`config.mk`:
```
export PLATFORM = sky130hd
export DESIGN_NAME = control_mc
export DESIGN_NICKNAME = d
export VERILOG_FILES = /design/src/rtl/control_mc.sv
export SDC_FILE = /design/constraint.sdc
export NUM_CORES = 1
export LEC_CHECK = 0
export BUFFER_PORTS_ARGS = -buffer_cell sky130_fd_sc_hd__buf_2
export CAP_MARGIN = 15
export CORE_MARGIN = 5
export CORE_UTILIZATION = 50
export CTS_CLUSTER_SIZE = 25
export DETAILED_ROUTE_END_ITERATION = 10
export MAX_ROUTING_LAYER = met4
export PLACE_DENSITY = 0.86
export SLEW_MARGIN = 5
export SYNTH_ARGS = -nofsm -noshare
export SYNTH_HDL_FRONTEND = slang
export SYNTH_SLANG_ARGS = --single-unit
```
`constraint.sdc`:
```
create_clock -name clk -period 2.3 [get_ports clk]
set_input_delay 0.575 -clock clk [delete_from_list [all_inputs] [get_ports clk]]
set_output_delay 0.575 -clock clk [all_outputs]
set_load 0.01 [all_outputs]
```
`src/rtl/control_mc.sv`:
```
`default_nettype none
// ============================================================================
// Module   : control_mc
// Brief    : Multi-cycle RV32I control unit (FETCH/DECODE/EXEC/WB) with IR,
//            decode registers, branch resolution and retired-instruction count.
// Revision : 1.0 - initial release
// ============================================================================
module control_mc #(
    parameter int XLEN     = 32,
    parameter int ALU_OP_W = 3,
    parameter int CNT_W    = 32
) (
    input  logic                clk,
    input  logic                rst_n,
    output logic                imem_req,
    input  logic                imem_ack,
    input  logic [31:0]         imem_data,
    input  logic                alu_zero,
    output logic [XLEN-1:0]     imm,
    output logic [4:0]          rs1,
    output logic [4:0]          rs2,
    output logic [4:0]          rd,
    output logic [ALU_OP_W-1:0] alu_op,
    output logic                alu_src_imm,
    output logic                rf_we,
    output logic                pc_we,
    output logic                pc_sel,
    output logic                illegal,
    output logic [CNT_W-1:0]    instret
);

    localparam logic [6:0] c_OP_IMM    = 7'b0010011;
    localparam logic [6:0] c_OP_REG    = 7'b0110011;
    localparam logic [6:0] c_OP_LUI    = 7'b0110111;
    localparam logic [6:0] c_OP_BRANCH = 7'b1100011;

    localparam logic [ALU_OP_W-1:0] c_ALU_PASSB = ALU_OP_W'(0);
    localparam logic [ALU_OP_W-1:0] c_ALU_ADD   = ALU_OP_W'(1);
    localparam logic [ALU_OP_W-1:0] c_ALU_SUB   = ALU_OP_W'(2);
    localparam logic [ALU_OP_W-1:0] c_ALU_AND   = ALU_OP_W'(3);
    localparam logic [ALU_OP_W-1:0] c_ALU_OR    = ALU_OP_W'(4);
    localparam logic [ALU_OP_W-1:0] c_ALU_XOR   = ALU_OP_W'(5);

    typedef enum logic [2:0] {
        S_FETCH  = 3'd0,
        S_DECODE = 3'd1,
        S_EXEC   = 3'd2,
        S_WB     = 3'd3,
        S_HALT   = 3'd4
    } state_t;

    state_t              r_state;
    state_t              w_next;
    logic [31:0]         r_ir;
    logic                r_wr;
    logic                r_branch;
    logic                r_bne;
    logic                r_taken;
    logic                w_legal;
    logic                w_wr;
    logic                w_branch;
    logic                w_bne;
    logic                w_src_imm;
    logic [ALU_OP_W-1:0] w_alu_op;
    logic signed [31:0]  w_imm32;
    logic [6:0]          w_opcode;
    logic [2:0]          w_f3;
    logic [6:0]          w_f7;

    assign w_opcode = r_ir[6:0];
    assign w_f3     = r_ir[14:12];
    assign w_f7     = r_ir[31:25];

    // Instruction decode from the IR; anything not matched leaves w_legal low.
    always_comb begin
        w_legal   = 1'b0;
        w_wr      = 1'b0;
        w_branch  = 1'b0;
        w_bne     = 1'b0;
        w_src_imm = 1'b0;
        w_alu_op  = c_ALU_PASSB;
        w_imm32   = '0;
        case (w_opcode)
            c_OP_IMM: begin
                if (w_f3 == 3'b000) begin
                    w_legal   = 1'b1;
                    w_wr      = 1'b1;
                    w_src_imm = 1'b1;
                    w_alu_op  = c_ALU_ADD;
                    w_imm32   = {{20{r_ir[31]}}, r_ir[31:20]};
                end
            end
            c_OP_REG: begin
                if (w_f7 == 7'b0000000) begin
                    w_legal = 1'b1;
                    w_wr    = 1'b1;
                    case (w_f3)
                        3'b000:  w_alu_op = c_ALU_ADD;
                        3'b111:  w_alu_op = c_ALU_AND;
                        3'b110:  w_alu_op = c_ALU_OR;
                        3'b100:  w_alu_op = c_ALU_XOR;
                        default: begin
                            w_legal = 1'b0;
                            w_wr    = 1'b0;
                        end
                    endcase
                end else if (w_f7 == 7'b0100000 && w_f3 == 3'b000) begin
                    w_legal  = 1'b1;
                    w_wr     = 1'b1;
                    w_alu_op = c_ALU_SUB;
                end
            end
            c_OP_LUI: begin
                w_legal   = 1'b1;
                w_wr      = 1'b1;
                w_src_imm = 1'b1;
                w_alu_op  = c_ALU_PASSB;
                w_imm32   = {r_ir[31:12], 12'b0};
            end
            c_OP_BRANCH: begin
                if (w_f3 == 3'b000 || w_f3 == 3'b001) begin
                    w_legal  = 1'b1;
                    w_branch = 1'b1;
                    w_bne    = w_f3[0];
                    w_alu_op = c_ALU_SUB;
                    w_imm32  = {{19{r_ir[31]}}, r_ir[31], r_ir[7],
                                r_ir[30:25], r_ir[11:8], 1'b0};
                end
            end
            default: w_legal = 1'b0;
        endcase
    end

    always_ff @(posedge clk or negedge rst_n) begin
        if (!rst_n) begin
            r_state <= S_FETCH;
        end else begin
            r_state <= w_next;
        end
    end

    always_comb begin
        w_next   = r_state;
        imem_req = 1'b0;
        rf_we    = 1'b0;
        pc_we    = 1'b0;
        pc_sel   = 1'b0;
        illegal  = 1'b0;
        case (r_state)
            S_FETCH: begin
                imem_req = 1'b1;
                if (imem_ack) w_next = S_DECODE;
            end
            S_DECODE: w_next = w_legal ? S_EXEC : S_HALT;
            S_EXEC:   w_next = S_WB;
            S_WB: begin
                pc_we  = 1'b1;
                rf_we  = r_wr && (rd != 5'd0);
                pc_sel = r_taken;
                w_next = S_FETCH;
            end
            S_HALT:   illegal = 1'b1;
            default:  w_next = S_FETCH;
        endcase
    end

    always_ff @(posedge clk or negedge rst_n) begin
        if (!rst_n) begin
            r_ir <= '0;
        end else if (r_state == S_FETCH && imem_ack) begin
            r_ir <= imem_data;
        end
    end

    // Decode outputs change only on the DECODE->EXEC edge, so they hold through WB and FETCH.
    always_ff @(posedge clk or negedge rst_n) begin
        if (!rst_n) begin
            imm         <= '0;
            rs1         <= '0;
            rs2         <= '0;
            rd          <= '0;
            alu_op      <= '0;
            alu_src_imm <= 1'b0;
            r_wr        <= 1'b0;
            r_branch    <= 1'b0;
            r_bne       <= 1'b0;
        end else if (r_state == S_DECODE && w_legal) begin
            imm         <= XLEN'(w_imm32);
            rs1         <= r_ir[19:15];
            rs2         <= r_ir[24:20];
            rd          <= r_ir[11:7];
            alu_op      <= w_alu_op;
            alu_src_imm <= w_src_imm;
            r_wr        <= w_wr;
            r_branch    <= w_branch;
            r_bne       <= w_bne;
        end
    end

    always_ff @(posedge clk or negedge rst_n) begin
        if (!rst_n) begin
            r_taken <= 1'b0;
            instret <= '0;
        end else begin
            if (r_state == S_EXEC) begin
                r_taken <= r_branch && (r_bne ? !alu_zero : alu_zero);
            end
            if (r_state == S_WB) begin
                instret <= instret + CNT_W'(1);
            end
        end
    end

endmodule
`default_nettype wire

```
; Word level (Yosys, flattened, before mapping)
; Index checks and enable logic that the tools add are counted.
; Widths: inputs -> output; s select.
[op_classes]
n_addsub = 1
multipliers = 0
n_div = 0
order_cmp = 0
eq_ne = 14
shift = 0
mux = 29
n_bitwise = 1
n_reduce_logical = 13
[ops]
columns = operator, n
row1 = $pmux 32 s3, 1
row2 = $mux 32, 2
row3 = $add 32x1->32 const B, 1
row4 = $pmux 3 s4, 2
row5 = $eq 7x6->1 const B, 3
row6 = $mux 1, 15
row7 = $eq 3x3->1 const B, 4
row8 = $mux 3, 3
row9 = $pmux 3 s3, 1
row10 = $eq 7x5->1 const B, 1
row11 = $eq 7x7->1 const B, 1
row12 = $logic_not 7->1, 1
row13 = $eq 3x1->1 const B, 2
row14 = $eq 3x2->1 const B, 2
row15 = $logic_not 3->1, 2
row16 = $logic_and 1x1->1, 5
row17 = $reduce_bool 5->1, 1
row18 = $mux 2, 2
row19 = $pmux 1 s4, 1
row20 = $reduce_or 4->1, 1
row21 = $pmux 1 s3, 1
row22 = $ne 2x2->1 const B, 1
row23 = $pmux 1 s2, 1
row24 = $reduce_and 2->1, 1
row25 = other kinds (3), 3
[totals]
reg_bits = 122
latch_bits = 0
ram_bits = 0
romBits = 0
input_bits = 36
out_inout_bits = 88
word_cells = 71
mem_count = 0

; Logic depth before layout (Yosys ltp)
[depth]
word_depth = 7
mapped_depth = 8
depth_no_buf = 5

; Least setup slack after synthesis
; Ideal clock, no wire load.
[synth_timing]
path_type = reg2reg
start = register r_ir[5]
end = register alu_op[0]
setup_ns = 0.125
arrival_ns = 1.849
required_time_ns = 2.175
path_slack_ns = 0.326
path_stages_with_launch = 7
path_buffers = 1
period_less_slack_ns = 1.974
cell_sequence = dfrtp_1 > or4b_4 > nor3_2 > o21a_1 > nor2_2 > buf_6 > mux2_4
[synth_between]
elab_chain_len = 3
word_cells_on_any_way = 7
classes_between = eq/ne (4) / mux (2) / reduce/logical (1)
[synth_lines]
columns = element, line
row1 = start: declaration, 54  ; logic [31:0] r_ir;
row2 = start signal: assignment, 171  ; r_ir <= imem_data;
row3 = "$eq 7x7->1, or another cell as far along", 83  ; case (w_opcode)
row4 = $pmux 1 s4, 83
row5 = $logic_and 1x1->1, 187  ; end else if (r_state == S_DECODE && w_legal) begin
row6 = end signal: assignment, 192  ; alu_op <= w_alu_op;
row7 = end: declaration, 23  ; output logic [ALU_OP_W-1:0] alu_op,
; Several ways; a longest one is shown, not always the timed one.
; A chain may end at the register's enable or synchronous reset.

; Worst setup path after layout
[layout_timing]
start = register rd[1]
end = output rf_we
[layout_between]
elab_chain_len = 3
[layout_lines]
columns = element, line
row1 = start: declaration, 22  ; output logic [4:0] rd,
row2 = start signal: assignment, 191  ; rd <= r_ir[11:7];
row3 = $reduce_bool 5->1, 158  ; rf_we = r_wr && (rd != 5'd0);
row4 = $logic_and 1x1->1, 158
row5 = $mux 1, 149  ; case (r_state)
row6 = end: declaration, 25  ; output logic rf_we,
; Every way passes these cells.

==> metrics.csv <==
metric,value,unit
outcome,"finished, final reports clean",
Avg Vias per Cell,5.32,
Max Slew Vio Count,0,
final worst slack,0.00925,ns
Worst Max-Slew Pin Slew,0.563,ns
worst hold path type,input pin to flop,
cell row count,38,
Num CTS Buffers,17,
vias in the first global route,4337,
unrepaired setup endpoints after global routing,yes,
worst-skew pair later-pin latency,0.52,ns
Synth Register Bits,122,
Max-Cap Viols,0,
Fill cells,793,
fin crit share,99.6,%
Antenna Cells,0,
cell area after synthesis,0.00543,mm^2
"commonest non-fill, non-tap cells in the layout","dfrtp_1, buf_2, buf_4",
pin count of the biggest net entering global routing,50,
Starting Density,50.5,%
Storage cell area,0.00305,mm^2
worst vdd ir,615,uV
Synth area leaders,"dfrtp_1, mux2_4, mux2_2",
register area share after synthesis,56.3,%
relative slew slack,62.1,%
critical path arrival,1.72,ns
Mapped Nets,470,
critical-path maximum fanout,2,
global-route wire length before repair,22.1,mm
gp weighted congestion,0.862,
Pleak,3.86,nW
CTS clock-pin slew for the worst setup and hold paths,0.06,ns
CTS root buf,clkbuf_8,
DRT iter0 DRCs,395,
Startpoint Class,flop,
antenna violations before repair,0,
full die area,0.0130,mm^2
final hold vios,0,
share of layout cells above drive strength 1,42.4,%
Gate Count Post-Synth,433,
total wire length,13.7,mm
H-tree depth,4,
Mean Syn Cell Area,12.5,um^2
core box area,0.0107,mm^2
worst path required time,1.73,ns
"Remaining Overflow, GRT",0,
Area Overhead vs Synth,33.0,%
library cells used by synthesis,53,
Final Critical Period,2.29,ns
critical path endpoint category,output port,
Yosys Warn Count,0,
Die W,114,um
Initial DRT Pass Iterations,5,
PwrDens,1060,mW/mm^2
Main synth FF type,dfrtp_1,
Global Route Usage Sum,22.5,%
layout net count,645,
dpl ws,0.0436,ns
area share of the largest cell type after synthesis,56.3,%
DIE HEIGHT,114,um
post-DR wirelength/cell,18.0,um
I/O Pins,124,
Pwr Total,7.63,mW
Synth area leader,dfrtp_1,
clock net sink count,122,
drt drc,0,
Multi-input gate area,0.00215,mm^2
remaining antenna violation count after routing,0,
Vias,4050,
maximum clock frequency,437,MHz
WHS,0.278,ns
CTS tree,built,
Crit Path Category,flop to output port,
Buffers on Ports,123,
post-DP HPWL,9.54,mm
maximum buffer depth of the clock tree,2,
"EDFF count, synth",0,
final setup vio count,0,
"FFs w/ async S/R, synth",100,%
clock skew,0.00648,ns
Fin Setup TNS,0,ns
==> metal layers <==
layer / global-route usage, % / wire length [um]
met5: - / 0
met4: 6.33 / 206
met3: 6.03 / 895
met2: 36.5 / 6950
met1: 28.0 / 5630
==> stage by stage <==
step | instance area [um^2] | cells | util, %
after floorplan | 5430 | 433 | -
after global placement | 6430 | 718 | 59.8
after detailed placement | 6460 | 719 | 60.1
after CTS | 7200 | 759 | 67.0
after global routing | 7220 | 761 | 67.2
final | 7220 | 761 | 67.2
==> report_power, final <==
group          internal, mW  switching [mW]  leakage [nW]
Combinational         0.927           0.743          1.91
Clock                  2.04           0.960         0.323
Sequential             2.56           0.400          1.62
==> cells in the mapped netlist, types with 4 or more instances <==
cell / instances
nand2_1: 27
and2_1: 4
nor2_1: 19
buf_2: 5
mux2_2: 27
clkbuf_1: 5
nand3_1: 13
mux2i_1: 27
mux2_4: 21
inv_1: 30
o21ai_0: 4
xnor2_1: 21
nor3_1: 5
a21oi_1: 19
dfrtp_1: 122
mux2_1: 8
a22oi_1: 5
xor2_1: 11
nand4_1: 8
==> sequential cells by signal (all words and copies together) (netlist names) <==
name and cells:
rd 5, alu_src_imm 1, imm 32, r_ir 32, rs2 5, r_bne 1
instret 32, rs1 5, r_state 3, alu_op 3, r_wr 1, r_taken 1
r_branch 1
==> cells by family after synthesis <==
kind of cell	Yosys count	synth area share [%]
compound gates	41	4.89
xor+xnor	32	5.16
fa+ha+maj	1	0.231
buf+inv	47	4.43
flops	122	56.3
mux	83	18.1
simple gates	107	11.0
==> path summary, 6_finish.rpt <==
| path | startpoint | endpoint | slack [ns] | depth (start not counted) |
|---|---|---|---|---|
| min | imem_ack | r_state[0]$_DFFE_PN0P_ | 0.28 | 2 |
| max in group asynchronous | rst_n | imm[28]$_DFFE_PN0P_ | 1.14 | 3 |
| min in group asynchronous | rst_n | instret[29]$_DFFE_PN0P_ | 0.56 | 2 |
| min reg2reg | instret[31]$_DFFE_PN0P_ | instret[31]$_DFFE_PN0P_ | 0.47 | 1 |
| max reg2reg | r_ir[5]$_DFFE_PN0P_ | alu_op[1]$_DFFE_PN0P_ | 0.15 | 7 |
| max | rd[1]$_DFFE_PN0P_ | rf_we | 0.009 | 3 |
==> repair_timing <==
item / in CTS / in global routing
setup endpoints to repair: 3 / 3
buffers inserted: 7 / 3
gates resized for setup: 2 / 0
hold buffers: 1 / 0
pin swaps: 1 / 0
endpoints found under the hold margin: 8 / 0
==> cell type report <==
cell class | instances | share of cell area, %
Clock buffer | 21 | 6.22
Clock inverter | 11 | 2.98
Inverter | 30 | 1.56
Multi-Input combinational cell | 264 | 29.9
Sequential cell | 122 | 42.3
Tap cell | 140 | 2.43
Timing Repair Buffer | 173 | 14.6
==> worst max-delay path: stages, from the launching register on <==
cell	delay, ns
dfrtp_1	0.38
or3_1	0.37
o311a_1	0.31
buf_2	0.14
Power figures use the tool's default switching activity.
